## src/rtl/alu_wide_sequencer.sv

```systemverilog
// alu_wide_sequencer: runs 2*BITS_DATA-wide add/sub/and/or/not as chained passes
// through an external BITS_DATA-wide combinational ALU, with valid/ready request and response ports.
`ifndef OP_ADD
`define OP_ADD 5'b00000
`endif
`ifndef OP_SUB
`define OP_SUB 5'b00001
`endif
`ifndef OP_AND
`define OP_AND 5'b00010
`endif
`ifndef OP_OR
`define OP_OR 5'b00011
`endif
`ifndef OP_NOT
`define OP_NOT 5'b00100
`endif

module alu_wide_sequencer #(
    parameter int BITS_DATA = 32
) (
    input  logic                   clk,
    input  logic                   reset,
    input  logic                   req_valid,
    output logic                   req_ready,
    input  logic [2:0]             req_op,
    input  logic [2*BITS_DATA-1:0] req_a,
    input  logic [2*BITS_DATA-1:0] req_b,
    output logic                   rsp_valid,
    input  logic                   rsp_ready,
    output logic [2*BITS_DATA-1:0] rsp_result,
    output logic                   rsp_C,
    output logic                   rsp_S,
    output logic                   rsp_O,
    output logic                   rsp_Z,
    output logic                   rsp_err,
    output logic [4:0]             alu_opcode,
    output logic [BITS_DATA-1:0]   alu_operando_a,
    output logic [BITS_DATA-1:0]   alu_operando_b,
    input  logic [BITS_DATA-1:0]   alu_resultado,
    input  logic                   alu_C,
    input  logic                   alu_S,
    input  logic                   alu_O,
    input  logic                   alu_Z
);
    localparam int W2 = 2 * BITS_DATA;

    typedef enum logic [2:0] {IDLE, LO, HI, FIX, DONE} state_t;

    state_t               state, state_nxt;
    logic [2:0]           op_q;
    logic [W2-1:0]        a_q, b_q;
    logic [BITS_DATA-1:0] r_lo, t;
    logic                 c0, c1;
    logic [4:0]           op_alu;
    logic                 arith, is_sub, is_not, accept;
    logic [W2-1:0]        fin;
    logic                 fin_c, fin_o;
    logic                 unused_flags;

    assign unused_flags = alu_S ^ alu_O ^ alu_Z;
    assign req_ready    = state == IDLE && !reset;
    assign rsp_valid    = state == DONE;
    assign accept       = req_valid && req_ready;
    assign arith        = op_q == 3'd0 || op_q == 3'd1;
    assign is_sub       = op_q == 3'd1;
    assign is_not       = op_q == 3'd4;
    assign op_alu       = op_q == 3'd0 ? `OP_ADD :
                          op_q == 3'd1 ? `OP_SUB :
                          op_q == 3'd2 ? `OP_AND :
                          op_q == 3'd3 ? `OP_OR  : `OP_NOT;

    // Final result/flags as they stand on the edge that enters DONE from HI or FIX
    assign fin   = {alu_resultado, r_lo};
    assign fin_c = arith && (alu_C || (state == FIX && c1));
    assign fin_o = arith && (is_sub ? a_q[W2-1] != b_q[W2-1] : a_q[W2-1] == b_q[W2-1])
                         && fin[W2-1] != a_q[W2-1];

    always_comb begin
        state_nxt      = state;
        alu_opcode     = `OP_AND;
        alu_operando_a = '0;
        alu_operando_b = '0;
        case (state)
            IDLE: if (accept) state_nxt = req_op <= 3'd4 ? LO : DONE;
            LO: begin
                alu_opcode     = op_alu;
                alu_operando_a = a_q[BITS_DATA-1:0];
                alu_operando_b = is_not ? '0 : b_q[BITS_DATA-1:0];
                state_nxt      = HI;
            end
            HI: begin
                alu_opcode     = op_alu;
                alu_operando_a = a_q[W2-1:BITS_DATA];
                alu_operando_b = is_not ? '0 : b_q[W2-1:BITS_DATA];
                state_nxt      = arith && c0 ? FIX : DONE;
            end
            FIX: begin
                alu_opcode     = op_alu;
                alu_operando_a = t;
                alu_operando_b = BITS_DATA'(1);
                state_nxt      = DONE;
            end
            DONE: if (rsp_ready) state_nxt = IDLE;
            default: state_nxt = IDLE;
        endcase
    end

    always_ff @(posedge clk or posedge reset) begin
        if (reset) begin
            state      <= IDLE;
            op_q       <= '0;
            a_q        <= '0;
            b_q        <= '0;
            r_lo       <= '0;
            t          <= '0;
            c0         <= 1'b0;
            c1         <= 1'b0;
            rsp_result <= '0;
            rsp_C      <= 1'b0;
            rsp_S      <= 1'b0;
            rsp_O      <= 1'b0;
            rsp_Z      <= 1'b0;
            rsp_err    <= 1'b0;
        end else begin
            state <= state_nxt;
            if (state == IDLE && accept) begin
                op_q <= req_op;
                a_q  <= req_a;
                b_q  <= req_b;
            end
            if (state == LO) begin
                r_lo <= alu_resultado;
                c0   <= alu_C;
            end
            if (state == HI) begin
                t  <= alu_resultado;
                c1 <= alu_C;
            end
            // An illegal op reaches DONE straight from IDLE with a zeroed response
            if (state != DONE && state_nxt == DONE) begin
                rsp_err    <= state == IDLE;
                rsp_result <= state == IDLE ? '0 : fin;
                rsp_C      <= state != IDLE && fin_c;
                rsp_S      <= state != IDLE && fin[W2-1];
                rsp_O      <= state != IDLE && fin_o;
                rsp_Z      <= state != IDLE && fin == '0;
            end
        end
    end
endmodule

```

## config.mk

```make
export PLATFORM = sky130hd
export DESIGN_NAME = alu_wide_sequencer
export DESIGN_NICKNAME = d
export VERILOG_FILES = /design/src/rtl/alu_wide_sequencer.sv
export SDC_FILE = /design/constraint.sdc
export NUM_CORES = 1
export LEC_CHECK = 0
export ABC_AREA = 1
export CAP_MARGIN = 0
export CORE_ASPECT_RATIO = 1.1
export CORE_MARGIN = 2
export CORE_UTILIZATION = 49
export CTS_CLUSTER_DIAMETER = 40
export DETAILED_ROUTE_END_ITERATION = 8
export PLACE_DENSITY = 0.88
export SLEW_MARGIN = 20
export SYNTH_ARGS = -nofsm -noshare
export SYNTH_HDL_FRONTEND = slang
export SYNTH_SLANG_ARGS = --single-unit
```

## constraint.sdc

```tcl
create_clock -name clk -period 21.8 [get_ports clk]
set_input_delay 4.36 -clock clk [delete_from_list [all_inputs] [get_ports clk]]
set_output_delay 4.36 -clock clk [all_outputs]
set_load 0.01 [all_outputs]
```

==> flow_summary.yaml <==
critical_path:
  crit_startpoint: "reset"
  timing.critical_path.required_ns: 17.44
  timing.reg2reg.setup_slack_ns: 19.01
  crit_path_top_delay_cell: "clkdlybuf4s50_1"
  rr_worst_depth: 8
  crit-reg2reg-capture: "rsp_result[43]"
  cp-end-kind: "output port"
  startpoint_type: "primary input"
  cp_cell_sequence: "clkdlybuf4s50_1 > nor2_1 > clkdlybuf4s50_1"
  worst_path_most_repeated_cell: "clkdlybuf4s50_1"
  rr_startpoint: "state[2]"
  slowest_delay_ns: 0.54
  crit_type: "primary input to output port"
  worstPathArrival_ns: 5.55
  cp_max_fanout: 2
routing:
  drcViolationCount: 0
  detail_route.wl_per_cell_um: 17.6
  routed_wirelength_um: 34400
  total_via_count_after_detailed_routing: 10200
  dr_iter_0_viols: 723
  drt-pass1-iter-count: 5
  via_per_inst: 5.21
  final_antenna_net_count: 0
synthesis:
  seq_area_frac_synth: 0.595
  synth_seq_cells: 268
  mappedNetlistArea_um2: 11300
  postSynthAreaPerCell_um2: 8.32
  yosysWarnings: 0
  synthCells: 1354
  synthDistinctLibCells: 27
cts:
  post_cts_hold_buffer_count: 0
  numClockSinks: 268
  cts_resized: 0
  clk-insertion-delay-late_ns: 0.52
  cts_made_buffers: 36
  ctsHtreeMaxLevel: 2
  clockBufferDepth: 3
  clkTransAtPathRegs_ns: 0.06
  root_driver: "clkbuf_16"
  post-cts-setup-buffer-count: 0
  cts_tree: "built"
finish:
  ff_latch_area_um2: 6710
  num-fill-cells: 1644
  multi_input_combinational_cell_area_um2: 3890
  commonest_cells_after_routing_fill_and_taps_aside: "624 x nand2_1, 305 x clkdlybuf4s50_1, 268 x dfrtp_1"
  post_route_cells_drive_above_1_share: 0.0512
  area_growth_pct: 40.3
  antenna_cells: 0
  final_common_cell: "nand2_1"
  fin_nets: 1803
die:
  die_h_um: 163
  rows: 58
  dieArea_um2: 24200
  initial_utilization: 0.496
  top_level_ports: 311
  core_region_area_um2: 22700
  die_width_um: 149
place:
  setup_ws_pre_cts_ns: 11.88
  place_hpwl_um: 22600
  placement.io_buffers: 305
  gpl.final_weighted_congestion: 0.864
timing:
  slew_violations: 0
  worst_slack_ns: 11.89
  finalSetupTns_ns: 0
  max_clock_freq_mhz: 101
  maxSlewHeadroom: 0.321
  final.period_utilization: 0.455
  final-setup-viol-count: 0
  timing.final.hold_violations: 0
  finClkSkew_ns: 0.0188
  post-route-min-period_ns: 9.91
  setup_repair_after_global_routing_missed_its_margin: "false"
  pin_slew_with_the_least_headroom_to_its_limit_ns: 1.02
global_routing:
  grt_first_pass_wirelength_um: 52700
  track_usage: 0.279
  grt_pass1_vias: 10000
  global_route.overflow_total: 0
  pin_count_of_the_biggest_net_entering_global_routing: 124
  grt_antenna_before_repair: 0
power_and_ir_drop:
  worst_ir_drop_vdd_mv: 0.0825
  power_density_nw_per_um2: 141
  cellLeakagePower_nw: 7.43
min_path:
  worstHoldPathCells: 2
  hp-start: "rsp_result[11]"
  hold_wc_path_type: "flop to flop"
  hold-path-endpoint: "rsp_result[11]"
run_status:
  status: "finished, final reports clean"
flow_run:
  max_cap_viol_count: 0
-- state kept, by name (all words and copies together), names as in the netlist --
signal / count
b_q: 64
rsp_C: 1
rsp_Z: 1
rsp_result: 64
rsp_err: 1
t: 32
r_lo: 32
rsp_O: 1
a_q: 64
op_q: 3
c1: 1
state: 3
c0: 1
-- layout make-up --
cell class / instances / area share
Clock inverter: 22 / 0.0203
Multi-Input combinational cell: 912 / 0.246
Timing Repair Buffer: 316 / 0.200
Sequential cell: 268 / 0.424
Tap cell: 300 / 0.0238
Clock buffer: 43 / 0.0618
Inverter: 98 / 0.0239
-- Yosys cell counts --
| library cell | n | share of area |
|---|---|---|
| clkbuf_2 | 1 | 0.00044 |
| inv_1 | 93 | 0.031 |
| nor2_2 | 1 | 0.00056 |
| nand2_1 | 624 | 0.21 |
| clkinv_1 | 1 | 0.00033 |
| o21ai_1 | 58 | 0.026 |
| o211ai_1 | 2 | 0.0013 |
| nand4_1 | 2 | 0.0011 |
| a21oi_1 | 32 | 0.014 |
| o21ai_2 | 1 | 0.00078 |
| conb_1 | 1 | 0.00033 |
| nor3_4 | 1 | 0.0014 |
| xnor2_1 | 1 | 0.00078 |
| and2_1 | 1 | 0.00056 |
| o21ai_0 | 100 | 0.044 |
| o221ai_1 | 22 | 0.017 |
| buf_1 | 5 | 0.0017 |
| o22ai_1 | 1 | 0.00056 |
| nand3_1 | 16 | 0.0071 |
| o31ai_1 | 1 | 0.00067 |
| buf_4 | 4 | 0.0027 |
| dfrtp_1 | 268 | 0.60 |
| clkbuf_1 | 34 | 0.011 |
| inv_2 | 4 | 0.0013 |
| buf_2 | 33 | 0.015 |
| nor2_1 | 46 | 0.015 |
| nand4_2 | 1 | 0.0011 |
-- worst max-delay path, delay by kind of cell --
kind                   cells  cell delay, ns
buffers and inverters      2            1.05
and+or+nand+nor            1            0.14
-- cells by family (layout without fill, tap and decap cells) --
logic type | after synthesis | in the layout | share of synthesized area
buffers and inverters | 175 | 479 | 0.0634
XOR/XNOR | 1 | 1 | 0.000778
flip-flops | 268 | 268 | 0.595
other | 1 | 2 | 0.000333
AO/OA/AOI/OAI | 217 | 217 | 0.105
AND/OR/NAND/NOR | 692 | 692 | 0.235
-- worst max-delay path by stage --
stage / to / slack (ns) / cells past startpoint
2_1_floorplan: a_q[0] / 10.02 / 1
3_3_place_gp: req_ready / 11.89 / 3
3_5_place_dp: req_ready / 11.88 / 3
4_1_cts: req_ready / 11.88 / 3
5_1_grt: req_ready / 11.85 / 3
6_report: req_ready / 11.89 / 3
-- power breakdown --
group	internal, mW	switching [mW]
Sequential	0.735	0.135
Combinational	0.310	0.421
Clock	0.389	0.236
Total	1.43	0.792
-- metrics by stage --
stage | std cells | hold slack, ns | area [um^2] | util | power, mW
2_1_floorplan | 1355 | 0.449 | 11300 | - | 1.25
3_3_place_gp | 1893 | 0.455 | 14500 | 0.637 | 1.55
3_5_place_dp | 1893 | 0.458 | 14500 | 0.637 | 1.59
4_1_cts | 1958 | 0.472 | 15800 | 0.694 | 2.23
5_1_grt | 1959 | 0.487 | 15800 | 0.696 | 2.35
6_report | 1959 | 0.473 | 15800 | 0.696 | 2.23
-- routing by layer --
layer / share of wire / wire length (um) / GRT usage
met5: 0 / 0 / 0
met3: 0.065 / 2230 / 0.0528
met4: 0.052 / 1800 / 0.137
met2: 0.48 / 16600 / 0.455
met1: 0.40 / 13800 / 0.359
No activity file was read; power rests on OpenSTA's default activity.
